==> src/rtl/stream_peak_meter.sv <==
// Stereo AXI4-Stream peak meter: skid-buffered pass-through plus per-channel window peaks and clip count.
// Optional `PEAK_METER_TLAST_SYNC_EN`: an accepted tlast beat also closes the current peak window.
module stream_peak_meter #(
    parameter int unsigned WINDOW_LEN  = 4800,
    parameter logic [14:0] CLIP_THRESH = 15'h7FF0
) (
    input  logic        s_axi_aclk,
    input  logic        s_axi_aresetn,
    input  logic [31:0] s_axis_tdata,
    input  logic        s_axis_tvalid,
    output logic        s_axis_tready,
    input  logic        s_axis_tlast,
    output logic [31:0] m_axis_tdata,
    output logic        m_axis_tvalid,
    input  logic        m_axis_tready,
    output logic        m_axis_tlast,
    output logic [14:0] peak_left,
    output logic [14:0] peak_right,
    output logic        peak_valid,
    output logic [15:0] clip_count,
    input  logic        clear_clip
);
    localparam logic [15:0] WCNT_LAST = 16'(WINDOW_LEN - 1);

    logic        sk_valid;
    logic        sk_last;
    logic [31:0] sk_data;
    logic [15:0] wcnt;
    logic [14:0] run_l, run_r;
    logic [14:0] mag_l, mag_r, max_l, max_r;
    logic        accept, emit, clipped, close_win;

    assign s_axis_tready = !sk_valid;
    assign accept        = s_axis_tvalid && !sk_valid;
    assign emit          = m_axis_tvalid && m_axis_tready;

    assign mag_l   = s_axis_tdata[14:0];
    assign mag_r   = s_axis_tdata[30:16];
    assign max_l   = (mag_l > run_l) ? mag_l : run_l;
    assign max_r   = (mag_r > run_r) ? mag_r : run_r;
    assign clipped = accept && ((mag_l >= CLIP_THRESH) || (mag_r >= CLIP_THRESH));

`ifdef PEAK_METER_TLAST_SYNC_EN
    assign close_win = (wcnt == WCNT_LAST) || s_axis_tlast;
`else
    assign close_win = (wcnt == WCNT_LAST);
`endif

    // Skid buffer: SK only fills when OR is held, so tready never depends on m_axis_tready.
    always_ff @(posedge s_axi_aclk or negedge s_axi_aresetn) begin
        if (!s_axi_aresetn) begin
            m_axis_tvalid <= 1'b0;
            m_axis_tdata  <= '0;
            m_axis_tlast  <= 1'b0;
            sk_valid      <= 1'b0;
            sk_data       <= '0;
            sk_last       <= 1'b0;
        end else if (emit && sk_valid) begin
            m_axis_tdata <= sk_data;
            m_axis_tlast <= sk_last;
            sk_valid     <= 1'b0;
        end else if (accept && (!m_axis_tvalid || emit)) begin
            m_axis_tdata  <= s_axis_tdata;
            m_axis_tlast  <= s_axis_tlast;
            m_axis_tvalid <= 1'b1;
        end else if (accept) begin
            sk_data  <= s_axis_tdata;
            sk_last  <= s_axis_tlast;
            sk_valid <= 1'b1;
        end else if (emit) begin
            m_axis_tvalid <= 1'b0;
        end
    end

    always_ff @(posedge s_axi_aclk or negedge s_axi_aresetn) begin
        if (!s_axi_aresetn) begin
            wcnt       <= '0;
            run_l      <= '0;
            run_r      <= '0;
            peak_left  <= '0;
            peak_right <= '0;
            peak_valid <= 1'b0;
        end else begin
            peak_valid <= 1'b0;
            if (accept) begin
                if (close_win) begin
                    peak_left  <= max_l;
                    peak_right <= max_r;
                    peak_valid <= 1'b1;
                    run_l      <= '0;
                    run_r      <= '0;
                    wcnt       <= '0;
                end else begin
                    run_l <= max_l;
                    run_r <= max_r;
                    wcnt  <= wcnt + 16'd1;
                end
            end
        end
    end

    // A clip coinciding with clear_clip survives as a count of one.
    always_ff @(posedge s_axi_aclk or negedge s_axi_aresetn) begin
        if (!s_axi_aresetn) begin
            clip_count <= '0;
        end else if (clear_clip) begin
            clip_count <= clipped ? 16'd1 : 16'd0;
        end else if (clipped && (clip_count != '1)) begin
            clip_count <= clip_count + 16'd1;
        end
    end
endmodule

==> config.mk <==
export PLATFORM = sky130hd
export DESIGN_NAME = stream_peak_meter
export DESIGN_NICKNAME = d
export VERILOG_FILES = /design/src/rtl/stream_peak_meter.sv
export SDC_FILE = /design/constraint.sdc
export NUM_CORES = 1
export LEC_CHECK = 0
export CAP_MARGIN = 15
export CORE_UTILIZATION = 40
export DETAILED_ROUTE_END_ITERATION = 6
export GPL_TIMING_DRIVEN = 0
export PLACE_DENSITY = 0.72
export SLEW_MARGIN = 15
export SYNTH_ARGS = -nofsm -noshare
export SYNTH_HDL_FRONTEND = slang
export SYNTH_SLANG_ARGS = --single-unit
==> constraint.sdc <==
create_clock -name s_axi_aclk -period 2.2 [get_ports s_axi_aclk]
set_input_delay 0.22 -clock s_axi_aclk [delete_from_list [all_inputs] [get_ports s_axi_aclk]]
set_output_delay 0.22 -clock s_axi_aclk [all_outputs]
set_load 0.02 [all_outputs]
==> results of run 1 <==
==> cell type report <==
class / count / share of cell area (%)
buffer: 32 / 1.953
clock buffer: 17 / 4.024
clock inverter: 15 / 1.574
inverter: 67 / 2.403
multi-input combinational: 475 / 34.05
sequential: 161 / 38.13
tap: 260 / 3.077
timing repair buffer: 158 / 14.78
==> timing repair <==
item                       CTS  global route
hold buffers                 1             0
gates resized for setup     38            57
gates cloned                 2             2
setup endpoints to repair   59           126
buffers inserted            15            19
hold endpoints to repair    99             0
pin swaps                    7            30
==> routing by layer <==
metal / part of all wire, % / wire [um]
met2: 48 / 10110
met3: 5.8 / 1229
met4: 1.9 / 401
met5: 0.062 / 13
met1: 44 / 9321
==> registers in the layout, indices dropped and copies added (netlist names) <==
name / cells
m_axis_tdata: 32
sk_data: 32
clip_count: 16
wcnt: 16
peak_left: 15
peak_right: 15
run_l: 15
run_r: 15
m_axis_tlast: 1
m_axis_tvalid: 1
peak_valid: 1
sk_last: 1
sk_valid: 1
==> how the worst max path moves through the flow <==
stage | to | slack, ns | depth (start not counted)
floorplan | run_r[10] | 0.002 | 10
global placement | m_axis_tlast | -5.81 | 1
detailed placement | peak_right[9] | -0.77 | 9
CTS | run_r[13] | -0.07 | 10
global route | run_r[14] | -0.23 | 10
finish | run_r[14] | -0.15 | 10
==> critical path: stages <==
cell and delay (ns):
clkdlybuf4s50_1 0.58, ha_1 0.42, nand4_1 0.24, a21oi_2 0.23, o21bai_4 0.09, a21o_1 0.17
buf_6 0.13, a21o_4 0.24, clkbuf_16 0.17, a22o_1 0.17
==> stage by stage <==
step	setup WS [ns]	util (%)
floorplan	0.002015	-
global placement	-5.805	49.20
detailed placement	-0.7730	49.37
CTS	-0.06760	53.91
global route	-0.2292	56.14
finish	-0.1547	56.14
==> power breakdown <==
| group | switching [mW] | total [mW] | internal, mW |
|---|---|---|---|
| registers | 0.652 | 4.55 | 3.90 |
| logic | 2.37 | 4.64 | 2.27 |
| clock network | 1.37 | 2.99 | 1.61 |
| total | 4.40 | 12.2 | 7.78 |
==> synthesized netlist by cell type, types with 11 or more instances <==
cell and number:
a22oi_1 30, clkbuf_1 16, nor2_1 27, ha_1 32
nand3_1 40, nand4_1 16, a21oi_1 20, o211ai_2 20
xnor2_1 19, nor3_1 11, dfrtp_1 161, mux2_2 33
o21ai_0 12, nand2_1 114, inv_1 66, a22o_1 31
==> kinds of logic (layout without fill, tap and decap cells) <==
group / after synthesis / count (layout) / synth area share (%)
AOI/OAI and AO/OA: 139 / 139 / 14.24
xor gates and xnor gates: 24 / 24 / 2.713
adders and majority gates: 32 / 32 / 5.167
buffers and inverters: 102 / 289 / 5.668
DFF: 161 / 161 / 51.99
muxes: 36 / 36 / 5.183
and+or+nand+nor: 244 / 244 / 15.03
==> layout by cell type, fill, tap and decap left out, types with 6 or more instances in the layout <==
| cell | instances |
|---|---|
| inv_1 | 60 |
| buf_4 | 33 |
| buf_2 | 6 |
| clkdlybuf4s50_1 | 107 |
| o21ai_0 | 11 |
| o211ai_1 | 9 |
| clkbuf_16 | 18 |
| ha_1 | 22 |
| inv_2 | 6 |
| nand3_1 | 40 |
| buf_6 | 13 |
| a22oi_1 | 30 |
| clkbuf_1 | 10 |
| and3_1 | 9 |
| o211ai_2 | 20 |
| a22o_1 | 31 |
| mux2_2 | 33 |
| xnor2_1 | 19 |
| nor2_1 | 23 |
| nand4_1 | 16 |
| dlymetal6s2s_1 | 7 |
| nor3_2 | 7 |
| dfrtp_1 | 159 |
| a21oi_1 | 14 |
| nand2_1 | 114 |
| ha_4 | 9 |
| a21oi_2 | 6 |
==> summary.md, run 1 <==
| Metric | Value |
|---|---|
| Fin crit share | `107.0%` |
| Routing usage on met1 | `29.01%` |
| Worst-skew pair later-pin latency | `around 0.44 ns` |
| 1st-pass router iterations | `5` |
| Number of synthesized register bits | `161` |
| Tmin final | `2.355 ns` |
| Power Total | `12.18 mW` |
| Post-synth EDFFs | `0` |
| DRT antenna net count | `0` |
| Worst Setup Start Kind | `primary input` |
| Final hold slack | `between 0.1 and 0.15 ns` |
| Met3 Usage GRT | `5.876%` |
| Lkg Pwr | `4.818 nW` |
| Clock Tree Buf Depth | `2` |
| Chip width | `141.2 um` |
| Finish-stage setup viols | `22` |
| Design Area, Final | `0.01057 mm2` |
| Crit path kind | `in -> reg` |
| Sum of negative setup slack | `-1.734 ns` |
| Multi-input combinational cell area | `0.003600 mm2` |
| Area contributors post-synth | `dfrtp_1 (52%), nand2_1 (5.5%), ha_1 (5.2%)` |
| Die area | `0.01993 mm2` |
| Seq/Total Area, Yosys | `51.99%` |
| Unrepaired setup endpoints after global routing | `true` |
| Initial Utilization | `41.15%` |
| Hold Path Depth | `2` |
| Max-cap violations | `0` |
| Hold wc startpoint | `clear_clip` |
| Layout Nets | `982` |
| Worst slew pin tran | `about 0.78 ns` |
| Mapped cell area | `0.007749 mm2` |
| Mapped Nets | `808` |
| DR iter-0 viols | `between 400 and 500` |
| Max transition margin | `48.07%` |
| VDD IR max | `752.2 uV` |
| Post-Syn Instances | `between 700 and 800` |
| Fraction of layout cells with a size suffix above 1 | `21.41%` |
| Fill count | `1563` |
| HPWL Detailed | `around 14 mm` |
| Reg-to-Reg Start | `run_r[14]` |
| GRT Overall Usage | `21.80%` |
| Status | `finished with violations` |
| Hold crit path type | `in -> reg` |
| Area Overhead vs Synth | `36.43%` |
| CP required | `about 2.5 ns` |
| PwrDens | `around 1200 mW/mm2` |
| TritonCTS clock tree | `yes` |
| Dpl cells | `1117` |
| WL per Instance | `17.78 um` |
| GRT busiest layer | `met2` |
| Final wirelength | `around 21 mm` |
| Worst R2R Setup Slack | `-0.12 ns` |
| Placed Area | `0.009296 mm2` |
| CTS sink count | `161` |
| Max Freq | `424.7 MHz` |
| DRC viols | `0` |
| Failing checks | `setup timing` |
| CTS Buf Count | `17` |
| Distinct cells, synth | `51` |
| Congestion Overflow GR | `0` |
| Via count | `6358` |
| Biggest area consumer among synthesized cells | `dfrtp_1` |
| Worst Setup SP | `s_axis_tdata[22]` |
| Vias in the first global route | `roughly 6400` |
| Height of the die | `around 140 um` |
| H-Tree Depth | `4` |
| CTS root buf | `clkbuf_16` |
| Sequential Area | `between 0.004 and 0.005 mm2` |
| CP endpoint kind | `register` |
| Initial antenna violation count | `1` |
| CP arrival | `2.68 ns` |
| WHS Endpoint | `clip_count[4]` |
| Async set-or-reset flop fraction in the synthesized netlist | `100.0%` |
| Worst r2r path cells | `10` |
| Synthesis warning total | `0` |
| FF-to-FF End | `run_r[14]` |
| Crit Path Max Fanout | `6` |
| Clk_skew | `0.01328 ns` |
| Ys flop type | `dfrtp_1` |
| Yosys top cell area share | `51.99%` |
| Fin cells | `1185` |
| Ports | `120` |
| Pin count of the biggest net entering global routing | `101` |
| Slew Viols, Final | `0` |
| Fin. Hold Viols | `0` |
| Vias per std cell | `5.365` |
| Final setup margin | `-0.1547 ns` |
| Num rows | `50` |
| Count of input and output buffers | `118` |
| Clock transition at path regs | `0.07 ns` |
| Met2 GRT Util | `34.42%` |
| Core area | `about 0.019 mm2` |
| First-pass GRT wire length | `33.26 mm` |
| N_diodes | `0` |
| Final GP Congestion | `approximately 0.87` |
| Mapped Avg Cell Area | `10.50 um2` |
(Power assumes the default switching activity.)
==> run 2: changes to the inputs <==
Settings changed: ABC_CLOCK_PERIOD_IN_PS set to 2200.
==> results of run 2 <==
The final DEF is identical to that of run 1; final timing and power are the same.
